[src/rtl/tlul_pkg.sv]
// tlul_pkg: shared TL-UL types and constants for the TL-UL adapter blocks.
//   tl_h2d_t         host-to-device payload (A channel plus d_ready)
//   tl_d2h_t         device-to-host payload (D channel plus a_ready)
//   err_gate_state_e state encoding for tlul_err_gate
//   ERR_GATE_CNT_W   width of the rejected-request counter
package tlul_pkg;

  localparam int unsigned TL_AW  = 32;
  localparam int unsigned TL_DW  = 32;
  localparam int unsigned TL_DBW = TL_DW / 8;
  localparam int unsigned TL_AIW = 8;
  localparam int unsigned TL_DIW = 1;
  localparam int unsigned TL_SZW = 2;

  localparam int unsigned ERR_GATE_CNT_W = 16;

  typedef enum logic [2:0] {
    PutFullData    = 3'h0,
    PutPartialData = 3'h1,
    Get            = 3'h4
  } tl_a_op_e;

  typedef enum logic [2:0] {
    AccessAck     = 3'h0,
    AccessAckData = 3'h1
  } tl_d_op_e;

  typedef struct packed {
    logic                  a_valid;
    tl_a_op_e              a_opcode;
    logic [2:0]            a_param;
    logic [TL_SZW-1:0]     a_size;
    logic [TL_AIW-1:0]     a_source;
    logic [TL_AW-1:0]      a_address;
    logic [TL_DBW-1:0]     a_mask;
    logic [TL_DW-1:0]      a_data;
    logic                  d_ready;
  } tl_h2d_t;

  typedef struct packed {
    logic                  d_valid;
    tl_d_op_e              d_opcode;
    logic [2:0]            d_param;
    logic [TL_SZW-1:0]     d_size;
    logic [TL_AIW-1:0]     d_source;
    logic [TL_DIW-1:0]     d_sink;
    logic [TL_DW-1:0]      d_data;
    logic                  d_error;
    logic                  a_ready;
  } tl_d2h_t;

  typedef enum logic [1:0] {
    ErrGateIdle  = 2'd0,
    ErrGateDrain = 2'd1,
    ErrGateResp  = 2'd2
  } err_gate_state_e;

  // Response opcode that answers a given request opcode.
  function automatic tl_d_op_e rsp_opcode(input tl_a_op_e op);
    return (op == Get) ? AccessAckData : AccessAck;
  endfunction

endpackage

[src/rtl/tlul_outst_cnt.sv]
// tlul_outst_cnt: saturating up/down counter of transactions in flight.
//   clk, rst  clock, asynchronous active-high reset
//   inc       one transaction issued this cycle
//   dec       one transaction retired this cycle
//   cnt       current number in flight (0..MaxOutstanding)
//   full      cnt == MaxOutstanding
//   empty     cnt == 0
module tlul_outst_cnt #(
  parameter int unsigned MaxOutstanding = 4,
  parameter int unsigned CntW           = $clog2(MaxOutstanding + 1)
) (
  input  logic            clk,
  input  logic            rst,
  input  logic            inc,
  input  logic            dec,
  output logic [CntW-1:0] cnt,
  output logic            full,
  output logic            empty
);

  assign full  = (cnt == CntW'(MaxOutstanding));
  assign empty = (cnt == '0);

  // Simultaneous issue and retire leave the count unchanged.
  always_ff @(posedge clk or posedge rst) begin
    if (rst) begin
      cnt <= '0;
    end else if (inc && !dec && !full) begin
      cnt <= cnt + CntW'(1);
    end else if (dec && !inc && !empty) begin
      cnt <= cnt - CntW'(1);
    end
  end

endmodule

[src/rtl/tlul_err_gate.sv]
// tlul_err_gate: forwards legal TL-UL requests to the device and answers
// illegal ones locally with d_error=1, after draining device traffic so the
// host sees responses in request order.
//   clk_i, rst_i  clock, asynchronous active-high reset
//   tl_h_i/tl_h_o host-side request in / response out
//   err_i         same-cycle legality verdict for tl_h_i A beat (1 = illegal)
//   tl_d_o/tl_d_i device-side request out / response in
//   err_cnt_o     rejected-request count (0 unless TLUL_ERR_GATE_CNT_EN)
//   err_clr_i     synchronous clear of err_cnt_o
// Build option: define TLUL_ERR_GATE_CNT_EN to build the saturating counter.
module tlul_err_gate
  import tlul_pkg::*;
#(
  parameter int unsigned      MaxOutstanding = 4,
  parameter logic [TL_DW-1:0] ErrData        = 32'hFFFF_FFFF
) (
  input  logic                      clk_i,
  input  logic                      rst_i,
  input  tl_h2d_t                   tl_h_i,
  output tl_d2h_t                   tl_h_o,
  input  logic                      err_i,
  output tl_h2d_t                   tl_d_o,
  input  tl_d2h_t                   tl_d_i,
  output logic [ERR_GATE_CNT_W-1:0] err_cnt_o,
  input  logic                      err_clr_i
);

  localparam int unsigned OutstW = $clog2(MaxOutstanding + 1);

  err_gate_state_e   state_q, state_d;
  logic              cap_en;
  tl_a_op_e          cap_opcode;
  logic [TL_SZW-1:0] cap_size;
  logic [TL_AIW-1:0] cap_source;

  logic              dev_a_hs, dev_d_hs;
  logic              outst_full, outst_empty;
  logic [OutstW-1:0] outst_unused;

  assign dev_a_hs = tl_d_o.a_valid & tl_d_i.a_ready;
  assign dev_d_hs = tl_d_i.d_valid & tl_d_o.d_ready;

  // Device transactions in flight.
  tlul_outst_cnt #(
    .MaxOutstanding (MaxOutstanding),
    .CntW           (OutstW)
  ) u_outst (
    .clk   (clk_i),
    .rst   (rst_i),
    .inc   (dev_a_hs),
    .dec   (dev_d_hs),
    .cnt   (outst_unused),
    .full  (outst_full),
    .empty (outst_empty)
  );

  // State register.
  always_ff @(posedge clk_i or posedge rst_i) begin
    if (rst_i) begin
      state_q <= ErrGateIdle;
    end else begin
      state_q <= state_d;
    end
  end

  // Next state and channel steering; A is blocked by default, D passes through.
  always_comb begin
    state_d        = state_q;
    cap_en         = 1'b0;
    tl_d_o         = tl_h_i;
    tl_d_o.a_valid = 1'b0;
    tl_h_o         = tl_d_i;
    tl_h_o.a_ready = 1'b0;

    unique case (state_q)
      ErrGateIdle: begin
        if (tl_h_i.a_valid) begin
          if (err_i) begin
            // Swallow immediately only when nothing older is still pending.
            if (outst_empty) begin
              tl_h_o.a_ready = 1'b1;
              cap_en         = 1'b1;
              state_d        = ErrGateResp;
            end else begin
              state_d = ErrGateDrain;
            end
          end else if (!outst_full) begin
            tl_d_o.a_valid = 1'b1;
            tl_h_o.a_ready = tl_d_i.a_ready;
          end
        end
      end

      ErrGateDrain: begin
        if (outst_empty) begin
          state_d = ErrGateIdle;
        end
      end

      ErrGateResp: begin
        tl_h_o.d_valid  = 1'b1;
        tl_h_o.d_opcode = rsp_opcode(cap_opcode);
        tl_h_o.d_param  = '0;
        tl_h_o.d_size   = cap_size;
        tl_h_o.d_source = cap_source;
        tl_h_o.d_sink   = '0;
        tl_h_o.d_data   = (cap_opcode == Get) ? ErrData : '0;
        tl_h_o.d_error  = 1'b1;
        tl_d_o.d_ready  = 1'b0;
        if (tl_h_i.d_ready) begin
          state_d = ErrGateIdle;
        end
      end

      default: begin
        state_d = ErrGateIdle;
      end
    endcase
  end

  // Fields of the swallowed request needed to build its error response.
  always_ff @(posedge clk_i or posedge rst_i) begin
    if (rst_i) begin
      cap_opcode <= PutFullData;
      cap_size   <= '0;
      cap_source <= '0;
    end else if (cap_en) begin
      cap_opcode <= tl_h_i.a_opcode;
      cap_size   <= tl_h_i.a_size;
      cap_source <= tl_h_i.a_source;
    end
  end

`ifdef TLUL_ERR_GATE_CNT_EN
  logic [ERR_GATE_CNT_W-1:0] err_cnt_q;

  // Saturating reject counter; clear wins over a same-cycle increment.
  always_ff @(posedge clk_i or posedge rst_i) begin
    if (rst_i) begin
      err_cnt_q <= '0;
    end else if (err_clr_i) begin
      err_cnt_q <= '0;
    end else if (cap_en && (err_cnt_q != '1)) begin
      err_cnt_q <= err_cnt_q + ERR_GATE_CNT_W'(1);
    end
  end

  assign err_cnt_o = err_cnt_q;
`else
  logic unused_err_clr;

  assign unused_err_clr = err_clr_i;
  assign err_cnt_o      = '0;
`endif

endmodule
[config.mk]
export PLATFORM = sky130hd
export DESIGN_NAME = tlul_err_gate
export DESIGN_NICKNAME = d
export VERILOG_FILES = /design/src/rtl/tlul_pkg.sv /design/src/rtl/tlul_outst_cnt.sv /design/src/rtl/tlul_err_gate.sv
export SDC_FILE = /design/constraint.sdc
export NUM_CORES = 1
export LEC_CHECK = 0
export ABC_CLOCK_PERIOD_IN_PS = 3500
export CAP_MARGIN = 20
export CORE_AREA = 4 4 112 114
export CTS_CLUSTER_DIAMETER = 60
export CTS_CLUSTER_SIZE = 28
export DETAILED_ROUTE_END_ITERATION = 16
export DIE_AREA = 0 0 116 118
export PLACE_DENSITY = 0.66
export RECOVER_POWER = 50
export SLEW_MARGIN = 10
export SYNTH_ARGS = -nofsm -noshare
export SYNTH_HDL_FRONTEND = slang
export SYNTH_SLANG_ARGS = --single-unit
[constraint.sdc]
create_clock -name clk_i -period 3.5 [get_ports clk_i]
set_input_delay 0.35 -clock clk_i [delete_from_list [all_inputs] [get_ports clk_i]]
set_output_delay 0.35 -clock clk_i [all_outputs]
set_load 0.01 [all_outputs]
==> flow_summary.ini, run 1 <==
[setup_path]
r2r_start = state_q[1]
r2r_setup_slack_ns = 1.04
criticalPathCategory = primary input to flip-flop
reg2reg_depth = 7
end_kind = flip-flop
crit_fanout = 6
required_ns = 3.62
endpoint = u_outst.cnt[2]
critPathArrivalTime_ns = 2.78
cp-startpoint = err_i
r2r_end = u_outst.cnt[2]
start_kind = primary input

[layout]
fillers = 1239
layout_common_cells = clkdlybuf4s50_1 (134), nand2_1 (101), dfrtp_1 (18)
syn_to_final_growth_pct = 41.2
layout_commonest_cell = clkdlybuf4s50_1
fin_util_pct = 26.7
fin_nets = 485
n_antenna_cell = 0
drive_above_1_share_pct = 7.94

[route]
drt_iter0_drc = 94
num_vias = 1966
dr_wl_met3_um = 910
drc_errors = 0
vias_per_cell = 4.07
first_pass_iters = 4
top_layer = met4
postRouteAntennaNets = 0
wl_met2_um = 3960
routedWlPerCell_um = 16.5
wl_met1_um = 2930
wirelength_um = 7990

[timing]
drv_slew = 0
final-hold-violation-count = 0
slew_headroom_pct = 51.4
skew_ns = 0.000977
finalCritPeriodShare_pct = 76.2
tightest_slew_ns = 0.728
setup_tns_ns = 0
rsz0062_at_grt = false
fmax_mhz = 375
period_needed_ns = 2.67
setup_viol = 0

[global_route]
antenna_found_initial = 0
grt_pass1_wl_um = 11800
gr-usage-all-layers_pct = 11.0
gr-total-overflow = 0
grt_pass1_vias = 2112
grt_max_degree = 52

[logic_synthesis]
synth_top_area_cell = buf_4
async_flop_share_pct = 100
synth_area_leaders = buf_4 (35%), dfrtp_1 (21%), nand2_1 (18%)
synth-seq-cells = 18
synthFlopType = dfrtp_1
synthCells = 295
yosysUniqueCellTypes = 34
syn_area_per_cell_um2 = 7.32
ys_seq_area_share_pct = 20.8
yosys_warnings = 0
synth_edf_count = 0
netlist_area_mm2 = 0.00216
netlist.area_leader.share_pct = 35.1

[worst_hold_path]
min_from = cap_source[0]
hold_class = flip-flop to flip-flop

[floorplanning]
initial_utilization_pct = 18.9
core_mm2 = 0.0114
dieArea_mm2 = 0.0137
dieHeight_um = 118
ios = 296
rows = 39
fp.dieW_um = 116

[pwr]
peakVddDrop_mv = 0.203
power.density_mw_per_mm2 = 429
p_sw_mw = 0.468
clkPwrFrac_pct = 17.6
power_frac_comb_pct = 52.5
power_leakage_nw = 1.41
seq_power_share_pct = 30.0
internal-power_mw = 0.839
sw_frac_of_total_pct = 35.8

[run]
drv_cap = 0

[cts]
cts_resized = 0
cts_root_buf = clkbuf_16
cts-buffers-inserted = 3
hold_buffers = 0
cts_sinks = 18
cts_buffer_depth = 2
clkLatencyLatePin_ns = 0.25
cts_tree = yes
cts_setup_buffers = 0
clk_pin_slew_ns = 0.05
htree_levels = 1

[placed_design]
gp_congestion = 0.687
io_buffers = 136
dp_hpwl_um = 6560

[run_status]
status = finished, final reports clean
-- power groups by stage --
stage	combinational [mW]	sequential [mW]	clock, mW
3_3_place_gp	0.686	0.390	0
3_5_place_dp	0.697	0.397	0
4_1_cts	0.702	0.394	0.242
5_1_grt	0.752	0.411	0.247
2_1_floorplan	0.477	0.373	0
6_report	0.686	0.392	0.229
-- Yosys cell counts, types with 2 or more instances --
library cell,number
buf_4,101
nand2_1,101
dfrtp_1,18
mux2_2,14
clkbuf_1,9
and2_1,7
nor2_1,5
nor3_1,4
a21oi_1,3
inv_1,3
nand2b_1,3
a211oi_1,2
nand3_1,2
o21ai_0,2
or3_1,2
-- worst min-delay path by stage --
| stage | cells past startpoint | end |
|---|---|---|
| after floorplan | 1 | cap_opcode[0] |
| after CTS | 1 | cap_source[5] |
| final | 1 | cap_source[0] |
| after global routing | 1 | cap_source[7] |
| after global placement | 1 | cap_opcode[2] |
| after detailed placement | 1 | cap_source[5] |
-- area by class of cell --
cell class	instances	area (um2)	share of cell area, %
sequential	18	450	14.8
timing repair buffer	139	1380	45.4
clock buffer	3	75.1	2.46
inverter	3	11.3	0.369
multi-input combinational	177	951	31.2
tap	143	179	5.87
-- per-layer routing --
metal / track usage [%] / vias to the layer above
li1: - / 903
met1: 11.6 / 918
met2: 19.6 / 117
met3: 4.06 / 28
met4: 3.92 / 0
met5: 0 / -
-- through the flow --
| step | setup WS, ns | power, mW | std cells | instance area (um2) | hold slack (ns) |
|---|---|---|---|---|---|
| 2_1_floorplan | 1.14 | 0.850 | 310 | 2220 | 0.289 |
| 3_3_place_gp | 0.719 | 1.08 | 480 | 2980 | 0.487 |
| 3_5_place_dp | 0.650 | 1.09 | 480 | 2980 | 0.493 |
| 4_1_cts | 0.908 | 1.34 | 483 | 3050 | 0.507 |
| 5_1_grt | 0.722 | 1.41 | 483 | 3050 | 0.526 |
| 6_report | 0.834 | 1.31 | 483 | 3050 | 0.504 |
-- critical path: stages --
cell and delay [ns]:
dlygate4sd3_1 0.62, and2b_1 0.32, nand2_1 0.13, a221o_1 0.30, fa_1 0.43, or3_1 0.40
nor3_1 0.16, a211oi_1 0.07
-- registers in the layout, summed over array words and instances, names as in the netlist --
signal and flops:
u_outst.cnt 3, cap_opcode 3, state_q 2, cap_size 2
cap_source 8
-- logic make-up (layout without fill, tap and decap cells) --
logic type,after synthesis,after routing,share of synthesized area [%]
flops,18,18,20.8
buf+inv,115,145,37.9
simple gates,130,130,27.0
other cells,1,16,0.174
mux,15,15,7.76
compound gates,15,15,5.44
fa+ha+maj,1,1,0.926
Power figures use the tool's default switching activity.
==> run 2, diff against run 1 <==
- ABC_CLOCK_PERIOD_IN_PS: 3500 -> 2800
- CORE_AREA: 4 4 112 114 -> 4 4 113 115
- DIE_AREA: 0 0 116 118 -> 0 0 117 119
- PLACE_DENSITY: 0.66 -> 0.65
- clock period: 3.5 -> 2.8 ns (I/O delays scaled with it)
==> flow_summary.ini, run 2 (synthesis gave the netlist of run 1 again) <==
[layout]
drive_above_1_share_pct = 8.45
stdcell_area_mm2 = 0.00308
layout_common_cells = clkdlybuf4s50_1 (135), nand2_1 (101), dfrtp_1 (18)
fin_nets = 487
largest_reg_flops = 8
top_register = cap_source
syn_to_final_growth_pct = 42.5
n_antenna_cell = 0
fillers = 1276
layout.cells.non_filler = 490
reg_top3 = cap_source: 8 flops, cap_opcode: 3 flops, u_outst.cnt: 3 flops
layout_commonest_cell = clkdlybuf4s50_1

[pwr]
power.density_mw_per_mm2 = 537
sw_frac_of_total_pct = 34.4
clkPwrFrac_pct = 19.3
power_frac_comb_pct = 51.4
peakVddDrop_mv = 0.305
p_sw_mw = 0.568
power_leakage_nw = 1.43
internal-power_mw = 1.08
seq_power_share_pct = 29.3

[route]
first_pass_iters = 4
drc_errors = 0
routedWlPerCell_um = 15.5
wirelength_um = 7590
vias_per_cell = 3.90
postRouteAntennaNets = 0
drt_iter0_drc = 34
num_vias = 1910

[floorplanning]
rows = 40
ios = 296
dieHeight_um = 119
fp.dieW_um = 117
dieArea_mm2 = 0.0139
core_mm2 = 0.0118
initial_utilization_pct = 18.3

[timing]
fmax_mhz = 420
period_needed_ns = 2.38
slew_headroom_pct = 51.2
final-hold-violation-count = 0
rsz0062_at_grt = false
skew_ns = 0.00185
layout_setup_ws_ns = 0.419
setup_viol = 0
finalCritPeriodShare_pct = 85.0
drv_slew = 0
setup_tns_ns = 0
tightest_slew_ns = 0.730

[cts]
htree_levels = 1
cts_root_buf = clkbuf_16
cts_setup_buffers = 0
cts_tree = yes
clkLatencyLatePin_ns = 0.25
hold_buffers = 0
cts_sinks = 18
cts_resized = 0
clk_pin_slew_ns = 0.06
cts-buffers-inserted = 3
cts_buffer_depth = 2

[placed_design]
dp_cells = 486
dpl_cell_area_mm2 = 0.00300
pre_cts_slack_ns = 0.172
gp_congestion = 0.739
io_buffers = 136
dp_hpwl_um = 6320

[setup_path]
max_stage_delay_ns = 0.50
criticalPathCategory = primary input to flip-flop
critPathArrivalTime_ns = 2.51
start_kind = primary input
crit_fanout = 4
end_kind = flip-flop
cp_cell_sequence = clkdlybuf4s50_1 -> nor3b_4 -> nand2_1 -> a221o_1 -> fa_1 -> or3_1 -> mux2i_1 -> a211oi_1
critPathSlowestCell = clkdlybuf4s50_1
required_ns = 2.93

[global_route]
gr-total-overflow = 0
gr-usage-all-layers_pct = 10.1
grt_pass1_vias = 2005
antenna_found_initial = 0
grt_pass1_wl_um = 11100
grt_max_degree = 52

[run_status]
status = finished, final reports clean

[run]
drv_cap = 0

[worst_hold_path]
hold_class = flip-flop to flip-flop
==> run 2: cell types whose count changed in the layout (fill, tap and decap cells not counted), sizes merged <==
cell / previous run / this run
buf: 3 / 5
clkbuf: 3 / 4
clkdlybuf4s50: 134 / 135
dlygate4sd3: 2 / 1
==> run 2: power by group through the flow <==
stage          registers (mW)  logic, mW  clock network [mW]
4_1_cts                 0.488      0.865               0.327
5_1_grt                 0.504      0.929               0.339
2_1_floorplan           0.467      0.596                   0
3_5_place_dp            0.492      0.859                   0
6_report                0.483      0.849               0.319
3_3_place_gp            0.485      0.840                   0
==> run 2: cell type report <==
cell class / instances / area, um2 / share of cell area [%]
clock buffer: 4 / 88.8 / 2.89
timing repair buffer: 141 / 1400 / 45.4
sequential: 18 / 450 / 14.6
tap: 147 / 184 / 5.97
inverter: 3 / 11.3 / 0.366
multi-input combinational: 177 / 946 / 30.7
==> run 2: worst paths after layout <==
kind                                     from              to  slack [ns]  cells after the start
worst max-delay path               tl_h_i[85]  u_outst.cnt[2]        0.42                      8
worst min-delay path            cap_opcode[1]   cap_opcode[1]        0.50                      1
worst max register to register     state_q[0]  u_outst.cnt[2]        0.46                      7
worst min register to register  cap_opcode[1]   cap_opcode[1]        0.50                      1
max in group asynchronous               rst_i   cap_source[1]        1.75                      2
min in group asynchronous               rst_i   cap_opcode[2]        0.59                      2
==> run 2: metal layers <==
metal	wire [um]	global-route usage, %
met5	0	0
met1	2870	11.7
met2	3530	16.0
met4	242	4.37
met3	947	4.17
==> run 2: metrics by stage <==
step	util, %	hold slack, ns	power, mW
2_1_floorplan	-	0.219	1.06
5_1_grt	26.1	0.520	1.77
3_5_place_dp	25.4	0.493	1.35
3_3_place_gp	25.4	0.488	1.32
6_report	26.1	0.503	1.65
4_1_cts	26.1	0.469	1.68
==> run 2: worst max-delay path, delay by kind of cell <==
family                   cells  cell delay (ns)
adder cells (fa/ha/maj)      1             0.42
AND/OR/NAND/NOR              3             0.77
buffers and inverters        1             0.50
multiplexers                 1             0.16
AO/OA/AOI/OAI                2             0.38
